==> src/rtl/regbank_wb_sched.sv <==
// Register-bank writeback arbiter (ALU vs MEM, round-robin) with pending-write scoreboard.
// Optional same-cycle bypass of the registered write enabled by REGBANK_WB_FWD_EN.
module regbank_wb_sched (
  input  logic        clk,
  input  logic        rst_n,
  input  logic        alu_req,
  input  logic [3:0]  alu_addr,
  input  logic [15:0] alu_data,
  output logic        alu_gnt,
  input  logic        mem_req,
  input  logic [3:0]  mem_addr,
  input  logic [15:0] mem_data,
  output logic        mem_gnt,
  output logic        wr_en,
  output logic [3:0]  wr_addr,
  output logic [15:0] wr_data,
  input  logic        issue_en,
  input  logic [3:0]  issue_addr,
  output logic        issue_full,
  input  logic [3:0]  rd_addr_a,
  input  logic [3:0]  rd_addr_b,
  output logic        haz_a,
  output logic        haz_b,
  output logic        fwd_a_vld,
  output logic [15:0] fwd_a_data,
  output logic        fwd_b_vld,
  output logic [15:0] fwd_b_data
);

  typedef enum logic {
    WIN_ALU = 1'b0,
    WIN_MEM = 1'b1
  } win_e;

  win_e        last_q, last_d;
  logic        wr_en_q, wr_en_d;
  logic [3:0]  wr_addr_q, wr_addr_d;
  logic [15:0] wr_data_q, wr_data_d;
  logic [1:0]  cnt_q [16];
  logic [1:0]  cnt_d [16];
  logic [15:0] inc_v, dec_v;
  logic        pick_alu, pick_mem;
  logic [1:0]  cnt_rd_a, cnt_rd_b;

  // pick terms are mutually exclusive by construction
  assign pick_alu = alu_req && (!mem_req || last_q == WIN_MEM);
  assign pick_mem = mem_req && (!alu_req || last_q == WIN_ALU);

  always_comb begin
    alu_gnt   = 1'b0;
    mem_gnt   = 1'b0;
    last_d    = last_q;
    wr_en_d   = 1'b0;
    wr_addr_d = wr_addr_q;
    wr_data_d = wr_data_q;
    if (rst_n) begin
      unique case (1'b1)
        pick_alu: begin
          alu_gnt   = 1'b1;
          last_d    = WIN_ALU;
          wr_en_d   = 1'b1;
          wr_addr_d = alu_addr;
          wr_data_d = alu_data;
        end
        pick_mem: begin
          mem_gnt   = 1'b1;
          last_d    = WIN_MEM;
          wr_en_d   = 1'b1;
          wr_addr_d = mem_addr;
          wr_data_d = mem_data;
        end
        default: ;
      endcase
    end
  end

  // saturating counters; simultaneous inc and dec cancel out
  always_comb begin
    inc_v = '0;
    dec_v = '0;
    for (int i = 0; i < 16; i++) begin
      cnt_d[i] = cnt_q[i];
      inc_v[i] = issue_en && (issue_addr == 4'(i))
                 && (cnt_q[i] != 2'd3);
      dec_v[i] = wr_en_q && (wr_addr_q == 4'(i))
                 && (cnt_q[i] != 2'd0);
      if (inc_v[i] && !dec_v[i]) begin
        cnt_d[i] = cnt_q[i] + 2'd1;
      end else if (dec_v[i] && !inc_v[i]) begin
        cnt_d[i] = cnt_q[i] - 2'd1;
      end
    end
  end

  always_ff @(posedge clk or negedge rst_n) begin
    if (!rst_n) begin
      last_q    <= WIN_MEM;
      wr_en_q   <= 1'b0;
      wr_addr_q <= '0;
      wr_data_q <= '0;
      for (int i = 0; i < 16; i++) begin
        cnt_q[i] <= '0;
      end
    end else begin
      last_q    <= last_d;
      wr_en_q   <= wr_en_d;
      wr_addr_q <= wr_addr_d;
      wr_data_q <= wr_data_d;
      for (int i = 0; i < 16; i++) begin
        cnt_q[i] <= cnt_d[i];
      end
    end
  end

  assign wr_en      = wr_en_q;
  assign wr_addr    = wr_addr_q;
  assign wr_data    = wr_data_q;
  assign issue_full = (cnt_q[issue_addr] == 2'd3);
  assign cnt_rd_a   = cnt_q[rd_addr_a];
  assign cnt_rd_b   = cnt_q[rd_addr_b];

`ifdef REGBANK_WB_FWD_EN
  logic match_a, match_b;

  assign match_a    = wr_en_q && (wr_addr_q == rd_addr_a);
  assign match_b    = wr_en_q && (wr_addr_q == rd_addr_b);
  assign fwd_a_vld  = match_a;
  assign fwd_b_vld  = match_b;
  assign fwd_a_data = match_a ? wr_data_q : '0;
  assign fwd_b_data = match_b ? wr_data_q : '0;
  // last outstanding write is the one being bypassed
  assign haz_a = (cnt_rd_a != 2'd0)
                 && !(match_a && cnt_rd_a == 2'd1);
  assign haz_b = (cnt_rd_b != 2'd0)
                 && !(match_b && cnt_rd_b == 2'd1);
`else
  assign fwd_a_vld  = 1'b0;
  assign fwd_b_vld  = 1'b0;
  assign fwd_a_data = '0;
  assign fwd_b_data = '0;
  assign haz_a      = (cnt_rd_a != 2'd0);
  assign haz_b      = (cnt_rd_b != 2'd0);
`endif

endmodule

==> config.mk <==
export PLATFORM = sky130hd
export DESIGN_NAME = regbank_wb_sched
export DESIGN_NICKNAME = d
export VERILOG_FILES = /design/src/rtl/regbank_wb_sched.sv
export SDC_FILE = /design/constraint.sdc
export NUM_CORES = 1
export LEC_CHECK = 0
export CAP_MARGIN = 10
export CORE_MARGIN = 2
export CORE_UTILIZATION = 43
export DETAILED_ROUTE_END_ITERATION = 8
export GPL_TIMING_DRIVEN = 0
export PLACE_DENSITY = 0.78
export SYNTH_ARGS = -nofsm -noshare
export SYNTH_HDL_FRONTEND = slang
export SYNTH_SLANG_ARGS = --single-unit
export TNS_END_PERCENT = 10
==> constraint.sdc <==
create_clock -name clk -period 1.86 [get_ports clk]
set_input_delay 0.465 -clock clk [delete_from_list [all_inputs] [get_ports clk]]
set_output_delay 0.465 -clock clk [all_outputs]
set_load 0.02 [all_outputs]
==> metrics.txt, run 1 <==
status=complete, but fails checks; failing checks=setup timing; routed wire length per instance=15.5 um; Post-Synth Simple-Gate Area=12.7%; leakage=2.32 nW; Final Hold Vio Count=0; Highest Clock Rate=0.425 GHz; initial DRC count=178; Setup CP Type=register to output pin; Fillers=678; clock sinks=54; FF+latch count, synth=54; via count=3126; final-report max-slew violation count=0; Required @ worst endpoint=1390 ps; Final WS setup=-491 ps; NumNets Final=572; XOR/XNOR share of the synthesized area=11.4%; Num CTS Buffers=5; Worst Hold Class=input pin to asynchronous set/reset pin; H-tree levels=2; total grt overflow=0; cells after synthesis=344; Yosys cell types=37; fraction of layout cells with a size suffix above 1=30.4%; IO buf count=82; Yosys top cell by area=dfrtp_1; Seq/Total Area, Yosys=36.7%; GRT Util Overall=20.5%; vias in the first global route=3267; Max IR drop VDD=0.418 mV; post-route insts no fill=605; mux share of post-synthesis cell area=17.5%; Clock transition at path regs=100 ps; max cap viols=0; yosys warns=0; post-route minimum period=2350 ps; Syn Area/Cell=10.7 um^2; Total Die Area=9330 um^2; RSZ-0062 raised after global routing=yes; Worst Setup End Kind=output pin; initial core utilization=44.7%; hold bufs inserted after CTS=0; Via density=5.17; CP startpoint kind=register; DP HPWL=6670 um; CP Max Fanout=4; pin count of the biggest net entering global routing=39; synthesis-to-layout area growth=44.5%; Antenna Nets Post-Route=0; # IOs=117; Longest Clk Path Bufs=2; Core Area=8260 um^2; Placed Cells incl. Taps=565; Final Cycle Share=126%; Synth Cell Area=3690 um^2; pwr dens=1010 nW/um^2; synth top area cells=dfrtp_1 36%, xor2_1 7.6%, buf_4 7.3%, mux2i_1 6.5%, mux4_2 6.1%; WP data arrival=1890 ps; Setup violations, final=6; Synth top area share=36.0%; main combinational cell family by area after synthesis=multiplexers; CTS tree=built; Placed Instance Area=4830 um^2; Pre-antenna DRT Iters=4; CTS Root Cell=clkbuf_8; total negative setup slack=-1360 ps; total wire length=9380 um; Horiz. Die Dim=96.6 um; Core Rows=33; cell area after layout=5330 um^2; first-pass GRT wire length=15700 um; Clock Latency Late Sink=320 ps; RePlAce Congestion=0.889; antenna cells=0; antenna violations before repair=0; Synth Area in Adders=5.43%; Synth Area in Compound Gates=7.63%; clk_skew=10.3 ps; Die Ht=96.6 um; DRC viols=0
[logic make-up (layout without fill, tap and decap cells)]
group           count (synthesis)  count (layout)
simple gates                   93              93
flops                          54              54
xor+xnor                       48              48
buf+inv                        46             169
compound gates                 44              44
mux                            42              42
fa+ha+maj                      16              16
other cells                     1              34
[synth_stat cells]
library cell,n
a31oi_1,2
nand2_1,25
clkbuf_1,6
nor2_2,1
a22oi_1,2
ha_1,16
and3_1,2
mux4_2,10
a2111oi_0,3
nor2b_1,4
and2_1,1
mux2_2,2
mux2i_1,24
nand4b_1,4
o21ai_0,1
xnor2_1,16
dfrtp_1,53
a21oi_1,2
buf_2,1
mux4_1,6
dfstp_2,1
buf_4,36
a211oi_1,12
and3b_1,1
or3b_4,1
inv_1,2
a21boi_1,1
nor2_1,34
nand2b_1,2
o21ai_1,20
nand3_1,3
conb_1,1
nand3b_1,14
nor3b_1,1
a2111oi_2,1
xor2_1,32
buf_6,1
[registers in the layout, summed over array words and instances, names as in the netlist]
register,flops
cnt_q,32
last_q,1
wr_addr,4
wr_data,16
wr_en,1
[metal layers]
layer	global-route usage (%)	part of all wire (%)	vias up
li1	-	-	1464
met1	25.4	38	1471
met2	34.3	50	172
met3	6.72	10	19
met4	6.18	1.7	0
met5	0	0	-
[power breakdown]
group | internal (W) | total (W) | leakage (nW) | switching [W]
clock network | 0.000274 | 0.000681 | 0.0458 | 0.000407
logic | 0.00149 | 0.00269 | 1.66 | 0.00120
registers | 0.00160 | 0.00200 | 0.612 | 0.000409
[metrics by stage]
| stage | hold slack (ps) | util, % | setup WS [ps] | total power [W] |
|---|---|---|---|---|
| floorplan | 169 | - | -11.2 | 0.00331 |
| global placement | 466 | 58.3 | -2370 | 0.00391 |
| detailed placement | 448 | 58.5 | -1280 | 0.00399 |
| CTS | 16.2 | 63.1 | -487 | 0.00522 |
| global route | 9.49 | 64.5 | -564 | 0.00573 |
| finish | 22.2 | 64.5 | -491 | 0.00538 |
[layout by cell type, fill, tap and decap left out, drive strengths merged, types with 3 or more instances in the layout]
master | Yosys | layout
mux4 | 16 | 16
nand3b | 14 | 14
dlygate4sd2 | 0 | 7
dlymetal6s2s | 0 | 3
nand4b | 4 | 4
o21ai | 21 | 21
xor2 | 32 | 32
nor2b | 4 | 4
clkdlybuf4s50 | 0 | 60
mux2i | 24 | 24
a211oi | 12 | 12
inv | 2 | 3
nand3 | 3 | 3
ha | 16 | 16
a2111oi | 4 | 4
buf | 38 | 80
nand2 | 25 | 25
clkdlybuf4s15 | 0 | 5
xnor2 | 16 | 16
dfrtp | 53 | 53
conb | 1 | 34
nor2 | 35 | 35
clkbuf | 6 | 10
[worst paths after layout]
path	depth (start not counted)	slack, ps	startpoint	end
worst max register to register	6	30	wr_addr[0]	cnt_q[7]
worst max-delay path	6	-490	cnt_q[14]	issue_full
worst min register to register	2	490	wr_data[0]	wr_data[0]
max in group asynchronous	2	1330	rst_n	cnt_q[22]
worst min-delay path	1	20	rst_n	wr_data[14]
min in group clk	2	490	wr_data[0]	wr_data[0]
[cell type report]
class                      instances  area, um^2  share of cell area [%]
timing repair buffer             115        1090                    20.5
sequential                        54        1360                    25.6
buffer                            44         350                    6.58
inverter                           2        7.51                   0.141
tap                              105         131                    2.47
clock inverter                     2        17.5                   0.329
clock buffer                       6        72.6                    1.36
multi-input combinational        277        2300                    43.1
[what timing repair did]
item                                   CTS  global route
pin swaps                                5             5
resized for setup                       95            24
setup buffers                           27             5
setup endpoints to repair               41            29
endpoints found under the hold margin    0             0
[worst max-delay path, cell delays in order, from the launching register on]
cell and delay, ps:
dfrtp_1 390, buf_4 160, mux4_2 470, a22oi_2 170, and3_4 210, a31oi_4 40
buf_6 140
Power figures use the tool's default switching activity.
==> inputs of run 2 (changes only) <==
--- a/config.mk
+++ b/config.mk
@@ -11,6 +11,7 @@
 export DETAILED_ROUTE_END_ITERATION = 8
 export GPL_TIMING_DRIVEN = 0
 export PLACE_DENSITY = 0.78
+export SLEW_MARGIN = 40
 export SYNTH_ARGS = -nofsm -noshare
 export SYNTH_HDL_FRONTEND = slang
 export SYNTH_SLANG_ARGS = --single-unit
==> run 2 against run 1 <==
  * Fmax grew 0.19%
  * Largest cell class unchanged
  * The run still ends with setup timing left
  * Critical endpoint unchanged
  * Sequential share of layout area shrank 0.11 points
  * Global-route usage shrank 0.39 points
  * Final area grew 0.35%
  * Clock power shrank 1%
  * Non-clock buffer count grew 4
  * Die area is the same
  * Cell count grew 0.66%
  * Worst hold slack gained 120 ps
==> metrics.txt, run 2 (synthesized netlist as in run 1, its figures left out) <==
status=complete, but fails checks; failing checks=setup timing; pin count of the biggest net entering global routing=43; Highest Clock Rate=0.426 GHz; total grt overflow=0; CTS Root Cell=clkbuf_8; Horiz. Die Dim=96.6 um; clock sinks=54; Placed Instance Area=4830 um^2; clk_skew=7.99 ps; DRC viols=0; # IOs=117; antenna cells=0; Largest Register=cnt_q; via count=3123; Die Ht=96.6 um; Setup violations, final=8; Clock transition at path regs=100 ps; final core occ=64.7%; Core Rows=33; Final WS setup=-486 ps; FF-to-FF Start=wr_addr[0]; Longest Clk Path Bufs=2; WP data arrival=1880 ps; Max IR drop VDD=0.462 mV; Slew headroom=66.3%; first-pass GRT wire length=15400 um; Core Area=8260 um^2; total power=0.00541 W; max cap viols=0; Comb pwr share=50.9%; CTS tree=built; clock network fraction of design power=12.5%; worst reg2reg endpoint=cnt_q[7]; internal power=0.00340 W; fraction of layout cells with a size suffix above 1=29.0%; Flop pwr share=36.7%; antenna violations before repair=0; Worst Hold Class=input pin to asynchronous set/reset pin; H-tree levels=2; Clock Latency Late Sink=320 ps; Num CTS Buffers=5; leading cell types in the layout, fill and taps excluded=67 x buf_4, 60 x clkdlybuf4s50_1, 47 x dfrtp_1; synthesis-to-layout area growth=45.0%; total wire length=9440 um; initial core utilization=44.7%; max reg flops=32; Antenna Nets Post-Route=0; Total Die Area=9330 um^2; Final Hold Vio Count=0; DP HPWL=6660 um; IO buf count=82; post-route minimum period=2350 ps; cell area after layout=5350 um^2; leakage=2.33 nW; CP Max Fanout=4; RePlAce Congestion=0.889; final-report max-slew violation count=0; Final Cycle Share=126%; Required @ worst endpoint=1390 ps; Pre-antenna DRT Iters=4; Slew @ Worst Pin=504 ps; vias in the first global route=3248; initial DRC count=200; FF-to-FF path depth=6; CP startpoint kind=register; P_sw=0.00201 W; RSZ-0062 raised after global routing=yes; NumNets Final=576; Switching Fraction=37.2%; Via density=5.13; R2R Setup Slk=80 ps; Worst Setup End Kind=output pin; Setup CP Type=register to output pin; GRT Util Overall=20.2%; commonest non-fill, non-tap cell in the layout=buf_4; pwr dens=1010 nW/um^2; routed wire length per instance=15.5 um; total negative setup slack=-1370 ps
run 2: changes by cell type in the layout (fill, tap and decap cells not counted), moves of 2 or more:
cell        previous run  this run
a211oi_1               5         9
clkinvlp_4             0         2
buf_4                 65        67
nor2_1                25        30
nor2_2                10         5
a211oi_2               7         3
run 2: area by class of cell:
cell class,instances,area (um^2)
inverters,2,7.51
plain buffers,44,350
multi-input cells,277,2280
repair buffers,119,1130
fillers,655,2910
well taps,105,131
flip-flops and latches,54,1360
clock inverters,2,15.0
clock buffers,6,72.6
run 2: power by group through the flow:
stage,registers [W],clock network [W],logic (W)
detailed placement,0.00216,0,0.00183
global route,0.00205,0.000738,0.00294
finish,0.00198,0.000674,0.00275
global placement,0.00214,0,0.00177
CTS,0.00196,0.000685,0.00258
floorplan,0.00211,0,0.00120
run 2: what timing repair did:
item,CTS,global route
setup endpoints to repair,41,25
pin swaps,5,6
resized for setup,93,17
setup buffers,29,6
hold buffers,1,0
endpoints found under the hold margin,11,0
run 2: critical path: stages, from the launching register on:
cell and delay (ps):
dfrtp_1 390, buf_4 150, mux4_2 470, a22oi_2 170, and3_4 210, a31oi_4 30
buf_6 140
run 2: how the worst max path moves through the flow:
| stage | from | endpoint | slack (ps) | cells past startpoint |
|---|---|---|---|---|
| after floorplan | issue_addr[0] | issue_full | -10 | 4 |
| after global placement | rst_n | alu_gnt | -2370 | 4 |
| after detailed placement | issue_addr[0] | issue_full | -1280 | 6 |
| after CTS | cnt_q[26] | issue_full | -490 | 6 |
| after global routing | cnt_q[28] | issue_full | -530 | 6 |
| final | cnt_q[12] | issue_full | -490 | 6 |
run 2: through the flow:
stage               hold WS (ps)  cells  setup WS [ps]
floorplan                    169    377          -11.2
global placement             466    564          -2370
detailed placement           340    565          -1280
CTS                          131    603           -488
global route                 120    609           -527
finish                       139    609           -486
run 2: metal layers:
metal	vias up	share of wire (%)	global-route usage, %
met5	-	0	0
met4	0	1.7	5.63
met3	17	10	6.43
met2	153	50	34.6
met1	1485	38	24.4
li1	1468	-	-
==> inputs of run 3 (changes only) <==
--- a/config.mk
+++ b/config.mk
@@ -5,8 +5,7 @@
 export SDC_FILE = /design/constraint.sdc
 export NUM_CORES = 1
 export LEC_CHECK = 0
-export CAP_MARGIN = 10
-export CORE_MARGIN = 2
+export CAP_MARGIN = 20
 export CORE_UTILIZATION = 43
 export DETAILED_ROUTE_END_ITERATION = 8
 export GPL_TIMING_DRIVEN = 0
==> run 3 against run 2 <==
  * Largest power group unchanged
  * Wire length shrank 0.88%
  * Clock-buffer cell count shrank 1
  * First-iteration DRC count is 42% lower
  * Critical path depth stayed put
  * Register-to-register slack worse by 110 ps
  * Largest cell class unchanged
  * Clock power increased by 3%
  * Sequential share of layout area rose by 0.13 points
  * Critical path type unchanged
  * Die area shrank 4.1%
  * The run still ends with setup timing left
  * Fmax is 1.1% higher
  * Highest routed layer unchanged
==> metrics.txt, run 3 (synthesized netlist as in run 1, its figures left out) <==
Final Hold Vio Count=0; RSZ-0062 raised after global routing=yes; fraction of layout cells with a size suffix above 1=29.4%; RePlAce Congestion=0.809; Final WS setup=-460 ps; Antenna Nets Post-Route=0; H-tree levels=2; Clock transition at path regs=110 ps; Slew @ Worst Pin=509 ps; # IOs=117; clock sinks=54; NumNets Final=578; Slew headroom=65.9%; Placed Cells incl. Taps=565; Fillers=662; Core Area=8260 um^2; antenna violations before repair=0; CP cell instances=buf_6, mux4_2, a22oi_2, and3_4, a31oi_4, buf_6; Final Cycle Share=125%; CTS Root Cell=clkbuf_8; initial core utilization=44.7%; first-pass GRT wire length=15100 um; post-route minimum period=2320 ps; IO buf count=82; via count=3129; post-route insts no fill=611; Largest Register=cnt_q; total negative setup slack=-1480 ps; synthesis-to-layout area growth=44.5%; Clock Latency Late Sink=320 ps; Total Die Area=8950 um^2; leading cell types in the layout, fill and taps excluded=69 x buf_4, 60 x clkdlybuf4s50_1, 45 x dfrtp_1; leakage=2.34 nW; Worst Hold Class=input pin to asynchronous set/reset pin; Horiz. Die Dim=94.6 um; final core occ=64.5%; CP Max Fanout=2; Max IR drop VDD=0.498 mV; initial DRC count=117; DP HPWL=6620 um; Buf/Inv on CP=2; CP peak stage delay=490 ps; Worst Setup End Kind=output pin; multi-input combinational cell area=2260 um^2; max cap viols=0; total grt overflow=0; vias in the first global route=3178; Setup CP Type=register to output pin; GRT Util Overall=21.9%; FF/Latch Area=1360 um^2; Setup violations, final=8; slowest CP cell=mux4_2; pin count of the biggest net entering global routing=43; CP delay by family, top=multiplexers; WP data arrival=1860 ps; total wire length=9360 um; CTS tree=built; CP startpoint kind=register; Highest Clock Rate=0.431 GHz; clk_skew=20.1 ps; DRC viols=0; Pre-antenna DRT Iters=4; antenna cells=0; Longest Clk Path Bufs=2; failing checks=setup timing; pwr dens=1020 nW/um^2; max reg flops=32; routed wire length per instance=15.3 um; status=complete, but fails checks; Via density=5.12; Core Rows=33; final-report max-slew violation count=0; most used cell, CP=buf_6; commonest non-fill, non-tap cell in the layout=buf_4; Die Ht=94.6 um; Hold WS=57.8 ps; Num CTS Buffers=5; Required @ worst endpoint=1390 ps
==> run 3: cell types whose count changed in the layout (fill, tap and decap cells not counted), sizes merged <==
cell,previous run,this run
buf,83,88
clkbuf,10,9
clkdlybuf4s15,5,3
clkinv,0,1
clkinvlp,2,0
dlygate4sd3,1,0
inv,2,4
==> run 3: what timing repair did <==
action	CTS	global route
buffers inserted	36	1
pin swaps	3	4
hold buffers	1	0
resized for setup	95	17
endpoints found under the hold margin	17	0
endpoints found under the setup margin	41	35
==> run 3: layer usage <==
metal  routed length, um  global-route usage, %  share of wire [%]
met5                   0                      0                  0
met4                 191                   8.96                2.0
met3                 996                   6.52                 11
met2                4560                   36.8                 49
met1                3610                   26.1                 39
==> run 3: worst paths after layout <==
path                              from          end  slack (ps)  cells after the start
min reg2reg                wr_data[12]  wr_data[12]         490                      2
min in group clk           wr_data[12]  wr_data[12]         490                      2
min                              rst_n    cnt_q[10]          60                      2
max in group asynchronous        rst_n    cnt_q[30]        1410                      2
max                          cnt_q[10]   issue_full        -460                      6
max reg2reg                 wr_addr[1]     cnt_q[7]         -30                      6
==> run 3: cell type report <==
class	instances	area share (%)
Clock inverter	3	0.423
Timing Repair Buffer	121	21.2
Tap cell	105	2.47
Buffer	44	6.50
Multi-Input combinational cell	277	42.4
Clock buffer	5	1.29
Inverter	2	0.141
Sequential cell	54	25.6
==> run 3: where the power goes <==
part	switching [W]	total, W	leakage, nW	internal (W)
logic	0.00123	0.00278	1.68	0.00155
clock network	0.000421	0.000694	0.0489	0.000274
registers	0.000378	0.00198	0.611	0.00160
total	0.00203	0.00545	2.34	0.00342
==> run 3: per-stage QoR <==
| stage | worst slack (ps) | instance area, um^2 | power, W |
|---|---|---|---|
| floorplan | -11.2 | 3860 | 0.00331 |
| global placement | -2350 | 4820 | 0.00391 |
| detailed placement | -1260 | 4830 | 0.00399 |
| CTS | -489 | 5290 | 0.00536 |
| global route | -527 | 5330 | 0.00576 |
| finish | -460 | 5330 | 0.00545 |
